--- src/rtl/camera_pkg.sv ---
// Shared window type, reset window and config validation for the camera crop stage.
package camera_pkg;

    localparam int unsigned WIN_COORD_WIDTH = 16;
    localparam int unsigned DECIM_WIDTH     = 2;

    typedef struct packed {
        logic [WIN_COORD_WIDTH-1:0] x_start;
        logic [WIN_COORD_WIDTH-1:0] x_end;
        logic [WIN_COORD_WIDTH-1:0] y_start;
        logic [WIN_COORD_WIDTH-1:0] y_end;
        logic [DECIM_WIDTH-1:0]     decim;
    } window_t;

    localparam window_t RESET_WINDOW = '{
        x_start: 16'd0,
        x_end:   16'd720,
        y_start: 16'd0,
        y_end:   16'd720,
        decim:   2'd0
    };

    function automatic logic window_ok(input window_t w, input int unsigned max_decim);
        return (w.x_end > w.x_start) && (w.y_end > w.y_start) && (32'(w.decim) <= max_decim);
    endfunction

endpackage

--- src/rtl/window_counter.sv ---
// Pixel x/y position tracking, line/frame edge detection and post-reset frame sync.
module window_counter #(
    parameter int unsigned COORD_WIDTH = 12
) (
    input  logic                   pixel_clock_in,
    input  logic                   mipi_byte_reset_n,
    input  logic                   line_valid,
    input  logic                   frame_valid,
    output logic [COORD_WIDTH-1:0] x,
    output logic [COORD_WIDTH-1:0] y,
    output logic                   frame_start,
    output logic                   synced
);

    localparam logic [COORD_WIDTH-1:0] COORD_MAX = '1;

    logic [COORD_WIDTH-1:0] x_q, x_d;
    logic [COORD_WIDTH-1:0] y_q, y_d;
    logic                   line_valid_q;
    logic                   frame_valid_q;
    logic                   synced_q;
    logic                   line_end;

    always_comb begin
        frame_start = frame_valid & ~frame_valid_q;
        line_end    = ~line_valid & line_valid_q;

        x_d = '0;
        if (line_valid) begin
            x_d = (x_q == COORD_MAX) ? x_q : x_q + 1'b1;
        end

        y_d = y_q;
        if (frame_start) begin
            y_d = '0;
        end else if (line_end && (y_q != COORD_MAX)) begin
            y_d = y_q + 1'b1;
        end

        x      = x_q;
        y      = frame_start ? '0 : y_q;
        synced = synced_q | frame_start;
    end

    // frame_valid_q resets high so a frame already running at reset release is not a start.
    always_ff @(posedge pixel_clock_in or negedge mipi_byte_reset_n) begin
        if (!mipi_byte_reset_n) begin
            x_q           <= '0;
            y_q           <= '0;
            line_valid_q  <= 1'b0;
            frame_valid_q <= 1'b1;
            synced_q      <= 1'b0;
        end else begin
            x_q           <= x_d;
            y_q           <= y_d;
            line_valid_q  <= line_valid;
            frame_valid_q <= frame_valid;
            synced_q      <= synced_q | frame_start;
        end
    end

endmodule

--- src/rtl/window_crop_multi.sv ---
// N-channel runtime crop/decimate stage; window changes are shadowed until the next frame start.
module window_crop_multi
    import camera_pkg::*;
#(
    parameter int unsigned CHANNELS    = 1,
    parameter int unsigned DATA_WIDTH  = 10,
    parameter int unsigned COORD_WIDTH = 12,
    parameter int unsigned MAX_DECIM   = 3,
    parameter int unsigned BAYER_MODE  = 0,
    parameter int unsigned RESET_X_S   = 32'(RESET_WINDOW.x_start),
    parameter int unsigned RESET_X_E   = 32'(RESET_WINDOW.x_end),
    parameter int unsigned RESET_Y_S   = 32'(RESET_WINDOW.y_start),
    parameter int unsigned RESET_Y_E   = 32'(RESET_WINDOW.y_end)
) (
    input  logic                           pixel_clock_in,
    input  logic                           mipi_byte_reset_n,
    input  logic [CHANNELS*DATA_WIDTH-1:0] data_in,
    input  logic                           line_valid_in,
    input  logic                           frame_valid_in,
    input  logic [COORD_WIDTH-1:0]         x_start_in,
    input  logic [COORD_WIDTH-1:0]         x_end_in,
    input  logic [COORD_WIDTH-1:0]         y_start_in,
    input  logic [COORD_WIDTH-1:0]         y_end_in,
    input  logic [DECIM_WIDTH-1:0]         decim_in,
    input  logic                           config_valid_in,
    output logic [CHANNELS*DATA_WIDTH-1:0] data_out,
    output logic                           line_valid_out,
    output logic                           frame_valid_out,
    output logic                           config_applied_out,
    output logic                           window_error_out,
    output logic [15:0]                    frame_count_out
);

    localparam int unsigned PIX_WIDTH = CHANNELS * DATA_WIDTH;

    localparam window_t ACTIVE_RESET = '{
        x_start: WIN_COORD_WIDTH'(RESET_X_S),
        x_end:   WIN_COORD_WIDTH'(RESET_X_E),
        y_start: WIN_COORD_WIDTH'(RESET_Y_S),
        y_end:   WIN_COORD_WIDTH'(RESET_Y_E),
        decim:   '0
    };

    logic [COORD_WIDTH-1:0] x;
    logic [COORD_WIDTH-1:0] y;
    logic                   frame_start;
    logic                   synced;

    window_counter #(
        .COORD_WIDTH(COORD_WIDTH)
    ) u_counter (
        .pixel_clock_in   (pixel_clock_in),
        .mipi_byte_reset_n(mipi_byte_reset_n),
        .line_valid       (line_valid_in),
        .frame_valid      (frame_valid_in),
        .x                (x),
        .y                (y),
        .frame_start      (frame_start),
        .synced           (synced)
    );

    window_t              active_q, active_d;
    window_t              pending_q, pending_d;
    logic                 pending_valid_q, pending_valid_d;
    logic                 error_q, error_d;
    logic                 applied_q, applied_d;
    logic [PIX_WIDTH-1:0] data_q, data_d;
    logic                 line_valid_q, line_valid_d;
    logic                 frame_valid_q, frame_valid_d;
    logic [15:0]          frame_count_q, frame_count_d;

    window_t                    config_win;
    logic                       config_ok;
    logic                       config_accept;
    logic [WIN_COORD_WIDTH-1:0] x_ext, y_ext, dx, dy, step_mask;
    logic                       in_window;
    logic                       keep;

    always_comb begin
        config_win.x_start = WIN_COORD_WIDTH'(x_start_in);
        config_win.x_end   = WIN_COORD_WIDTH'(x_end_in);
        config_win.y_start = WIN_COORD_WIDTH'(y_start_in);
        config_win.y_end   = WIN_COORD_WIDTH'(y_end_in);
        config_win.decim   = decim_in;
        config_ok          = window_ok(config_win, MAX_DECIM);
        config_accept      = config_valid_in & config_ok;

        // A config accepted on the frame-start edge bypasses pending and applies at once.
        active_d        = active_q;
        pending_d       = pending_q;
        pending_valid_d = pending_valid_q;
        if (frame_start) begin
            if (config_accept) begin
                active_d = config_win;
            end else if (pending_valid_q) begin
                active_d = pending_q;
            end
            pending_valid_d = 1'b0;
        end else if (config_accept) begin
            pending_d       = config_win;
            pending_valid_d = 1'b1;
        end
        applied_d = frame_start & (config_accept | pending_valid_q);
        error_d   = config_valid_in ? ~config_ok : error_q;

        x_ext     = WIN_COORD_WIDTH'(x);
        y_ext     = WIN_COORD_WIDTH'(y);
        dx        = x_ext - active_d.x_start;
        dy        = y_ext - active_d.y_start;
        if (BAYER_MODE != 0) begin
            dx = dx >> 1;
            dy = dy >> 1;
        end
        step_mask = (WIN_COORD_WIDTH'(1) << active_d.decim) - WIN_COORD_WIDTH'(1);
        in_window = (x_ext >= active_d.x_start) && (x_ext < active_d.x_end) &&
                    (y_ext >= active_d.y_start) && (y_ext < active_d.y_end);
        keep      = line_valid_in && frame_valid_in && synced && in_window &&
                    ((dx & step_mask) == '0) && ((dy & step_mask) == '0);

        data_d        = keep ? data_in : data_q;
        line_valid_d  = keep;
        frame_valid_d = keep | (frame_valid_in & frame_valid_q);
        frame_count_d = (frame_valid_q & ~frame_valid_d) ? frame_count_q + 16'd1 : frame_count_q;
    end

    always_ff @(posedge pixel_clock_in or negedge mipi_byte_reset_n) begin
        if (!mipi_byte_reset_n) begin
            active_q        <= ACTIVE_RESET;
            pending_q       <= '0;
            pending_valid_q <= 1'b0;
            error_q         <= 1'b0;
            applied_q       <= 1'b0;
            data_q          <= '0;
            line_valid_q    <= 1'b0;
            frame_valid_q   <= 1'b0;
            frame_count_q   <= '0;
        end else begin
            active_q        <= active_d;
            pending_q       <= pending_d;
            pending_valid_q <= pending_valid_d;
            error_q         <= error_d;
            applied_q       <= applied_d;
            data_q          <= data_d;
            line_valid_q    <= line_valid_d;
            frame_valid_q   <= frame_valid_d;
            frame_count_q   <= frame_count_d;
        end
    end

    assign data_out           = data_q;
    assign line_valid_out     = line_valid_q;
    assign frame_valid_out    = frame_valid_q;
    assign config_applied_out = applied_q;
    assign window_error_out   = error_q;
    assign frame_count_out    = frame_count_q;

endmodule

--- config.mk ---
export PLATFORM = sky130hd
export DESIGN_NAME = window_crop_multi
export DESIGN_NICKNAME = d
export VERILOG_FILES = /design/src/rtl/camera_pkg.sv /design/src/rtl/window_counter.sv /design/src/rtl/window_crop_multi.sv
export SDC_FILE = /design/constraint.sdc
export NUM_CORES = 1
export LEC_CHECK = 0
export CAP_MARGIN = 25
export CORE_MARGIN = 1.5
export CORE_UTILIZATION = 52
export DETAILED_ROUTE_END_ITERATION = 12
export PLACE_DENSITY = 0.83
export RECOVER_POWER = 50
export SLEW_MARGIN = 20
export SYNTH_ARGS = -nofsm -noshare
export SYNTH_HDL_FRONTEND = slang
export SYNTH_SLANG_ARGS = --single-unit
--- constraint.sdc ---
create_clock -name pixel_clock_in -period 3.8 [get_ports pixel_clock_in]
set_input_delay 0.57 -clock pixel_clock_in [delete_from_list [all_inputs] [get_ports pixel_clock_in]]
set_output_delay 0.57 -clock pixel_clock_in [all_outputs]
set_load 0.05 [all_outputs]
==> metrics.md <==
| Metric | Value |
|---|---|
| HPWL after detailed placement | around 17000 um |
| Post-Synthesis Cells | 895 |
| H-tree lvl count | 4 |
| Setup repair after global routing missed its margin | yes |
| Net count after synthesis | 1034 |
| Proportion of layout cells with a drive suffix above 1 | 33.48% |
| Final Slew Violations | 152 |
| Kind of capture point of the worst setup path | flop |
| Area leader, netlist | dfrtp_1 |
| Number of buffers between clock root and the deepest sink | 2 |
| Fin. Hold Viols | 0 |
| LEAKAGE | 6.175 nW |
| First DRT Iteration DRCs | 775 |
| Pin count of the biggest net entering global routing | roughly 90 |
| Highest achievable clock rate | 217.0 MHz |
| Final-layout fill cell count | 987 |
| Worst rel slew slack | -46.91% |
| Clock Tree Root | clkbuf_16 |
| Synth warnings | 0 |
| Most used standard cell by instance count after synthesis | dfrtp_1 |
| Multi-input gate area in the final layout | 5016 sq um |
| Antenna violations before repair | 0 |
| Worst min-delay path category | input port to flop |
| Register bit count reported by yosys | 174 |
| Clock slew seen by the registers of the worst setup and hold paths | 0.08 ns |
| Initial standard-cell utilization of the core | a little over half |
| Vias in the first global route | 8536 |
| Worst slack after detailed placement | -1.651 ns |
| Average instance area after synthesis | 10.27 sq um |
| Startpoint type of the worst setup path | input port |
| CP required | 4.14 ns |
| Endpoints failing setup | 12 |
| Global placer's final weighted congestion | 0.9340 |
| Period utilisation layout | 121.3% |
| Overall track demand over capacity in global routing | a little under a third |
| PwrDens | 551.6 nW/um^2 |
| Total wire length after detailed routing | 29360 um |
| Storage cell area | around 4400 sq um |
| Number of enable-type register cells in the synthesized netlist | 0 |
| Wire length of the first global-routing pass | between 40000 and 50000 um |
| Final Instance Count excl. Fillers | 1363 |
| Post-route DRC violation count | 0 |
| Type of the setup path with the least slack | input port to flop |
| TritonCTS Buffers | 17 |
| Instance area at placement | ~11000 sq um |
| TritonCTS clock tree | built |
| Crit-path max FO | 6 |
| Worst-case hold slack | 0.3981 ns |
| Top post-synthesis cells by count | dfrtp_1, nand2_1, inv_1, ha_1, o21a_1 |
| Port Buf Inserts | 94 |
| Number of standard-cell rows in the floorplan | 48 |
| VDD IR max | 410.9 uV |
| Number of routed nets with antenna violations | 0 |
| Drt pass-1 iters | 5 |
| Core Area | 17300 sq um |
| Distinct cell type count of the synthesized netlist | 64 |
| Global route total overflow | 0 |
| Worst Max-Slew Pin Slew | 2.204 ns |
| Proportion of register bits with asynchronous set or reset after synthesis | 100.0% |
| Top area cells in the synthesized netlist | dfrtp_1, ha_1, nand2_1 |
| Data arrival time of the critical path | 4.95 ns |
| Wirelength per Cell | 21.54 um |
| Failing checks | max-capacitance violations, max-slew violations, negative setup slack |
| Register area share after synthesis | 47.48% |
| Die outline width | 136.0 um |
| Cells after DPL | 1280 |
| Syn Std Cell Area | 9195 sq um |
| Post-CTS Hold Fix Bufs | 0 |
| Fin crit period | 4.608 ns |
| Number of diodes | 0 |
| Area Overhead vs Synth | 39.09% |
| I/O pin count | 95 |
| Worst setup slack after layout | -0.8085 ns |
| Die boundary height | roughly 140 um |
| Number of vias per cell | 6.062 |
| Worst skew pair latency | roughly 0.45 ns |
| Fraction of synthesized cell area taken by the top area cell type | roughly 45% |
| Maxcap violations | 2 |
| Ys flop type | dfrtp_1 |
| Outcome | finished, violations left |
| Final standard cell area without fillers | about 13000 sq um |
| Vias post-DR | 8262 |
| DIE AREA | 18490 sq um |
| Final-stage net count | 1264 |
| Sinks on the clock net | ~170 |
| Final setup skew | 0.01482 ns |
[registers in the layout, summed over array words and instances (netlist names), 10 cells and up]
register and count:
pending_q 50, frame_count_out 16, u_counter.y_q 12, active_q 66
data_out 10, u_counter.x 12
[worst paths after layout]
check / start / to / slack, ns / depth (start not counted)
max: y_start_in[11] / data_out[9]$_DFFE_PN0P_ / -0.81 / 23
min: x_start_in[8] / pending_q[58]$_DFFE_PN0P_ / 0.40 / 3
max reg2reg: pending_valid_q$_DFFE_PN0P_ / data_out[9]$_DFFE_PN0P_ / 0.09 / 17
min reg2reg: frame_count_out[15]$_DFFE_PN0P_ / frame_count_out[15]$_DFFE_PN0P_ / 0.47 / 1
max in group asynchronous: mipi_byte_reset_n / u_counter.y_q[5]$_DFFE_PN0P_ / 0.55 / 2
min in group asynchronous: mipi_byte_reset_n / pending_q[37]$_DFFE_PN0P_ / 0.74 / 1
[per-layer routing]
| layer | track usage, % | wire length (um) | part of all wire, % | vias up |
|---|---|---|---|---|
| li1 | - | - | - | 3580 |
| met2 | 52.28 | 14000 | 48 | 489 |
| met5 | 0 | 0 | 0 | - |
| met4 | 17.61 | 1877 | 6.4 | 0 |
| met3 | 7.532 | 2412 | 8.2 | 186 |
| met1 | 37.43 | 11080 | 38 | 4007 |
[what timing repair did]
item                                    4_1_cts  5_1_grt
pin swaps                                    60       45
buffers inserted                             44       11
gates cloned                                  3        0
endpoints found under the setup margin       12       12
resized for setup                           221      115
[worst max-delay path: stages]
cell and delay (ns):
clkbuf_2 0.11, inv_2 0.05, ha_4 0.26, nand4_1 0.19, buf_4 0.21, nand2b_1 0.21, a31oi_4 0.18, and2_4 0.21
nor2b_4 0.07, buf_6 0.13, buf_12 0.13, buf_4 0.15, a22oi_1 0.26, o21a_1 0.23, ha_1 0.27, a21o_1 0.17
a21o_1 0.17, a21oi_1 0.14, o21ai_1 0.12, o22a_1 0.26, nor4_4 0.33, buf_6 0.20, mux2_4 0.30
[power breakdown]
part           switching (W)  internal [W]
Combinational        0.00141       0.00122
Sequential          0.000276       0.00238
Clock               0.000873      0.000903
[through the flow]
stage | util (%) | TNS, ns | total power (W)
after CTS | 72.85 | -7.691 | 0.006730
final | 73.94 | -9.224 | 0.007055
after global placement | 64.72 | -17.84 | 0.004587
after global routing | 73.94 | -13.29 | 0.007346
after floorplan | - | -9.366 | 0.003911
after detailed placement | 64.72 | -19.26 | 0.004700
[logic make-up (layout without fill, tap and decap cells)]
family	after synthesis	in the layout	share of synthesized area, %
adder cells (fa/ha/maj)	74	74	10.23
AO/OA/AOI/OAI	206	206	15.62
flip-flops	174	174	47.48
buffers and inverters	115	358	4.912
AND/OR/NAND/NOR	252	252	13.38
XOR/XNOR	36	36	3.429
multiplexers	38	38	4.953
[cell type report]
cell class | count | share of cell area, %
well taps | 225 | 2.201
clock inverters | 14 | 1.233
multi-input cells | 606 | 39.22
flip-flops and latches | 174 | 34.13
clock buffers | 18 | 3.434
repair buffers | 251 | 17.27
inverters | 75 | 2.514
[layout by cell type, fill, tap and decap left out, types with 15 or more instances in the layout]
cell type        netlist  final
inv_1                 75     50
nand2_1              109    105
ha_1                  72     45
o21a_1                47     45
o21ai_0               37     29
mux2_2                28     26
xor2_1                19     18
nand4_1               19     19
clkdlybuf4s50_1        0     43
and2_1                17     17
xnor2_1               17     16
ha_4                   0     25
clkbuf_16              0     17
nor2b_1               21     18
buf_4                  0    133
a21oi_1               23     16
dfrtp_1              165    165
a21o_1                16     16
nor2_1                40     38
clkbuf_2               0     15
a22oi_1               42     34
inv_2                  0     15
buf_6                  1     29
No activity file was read; power rests on OpenSTA's default activity.
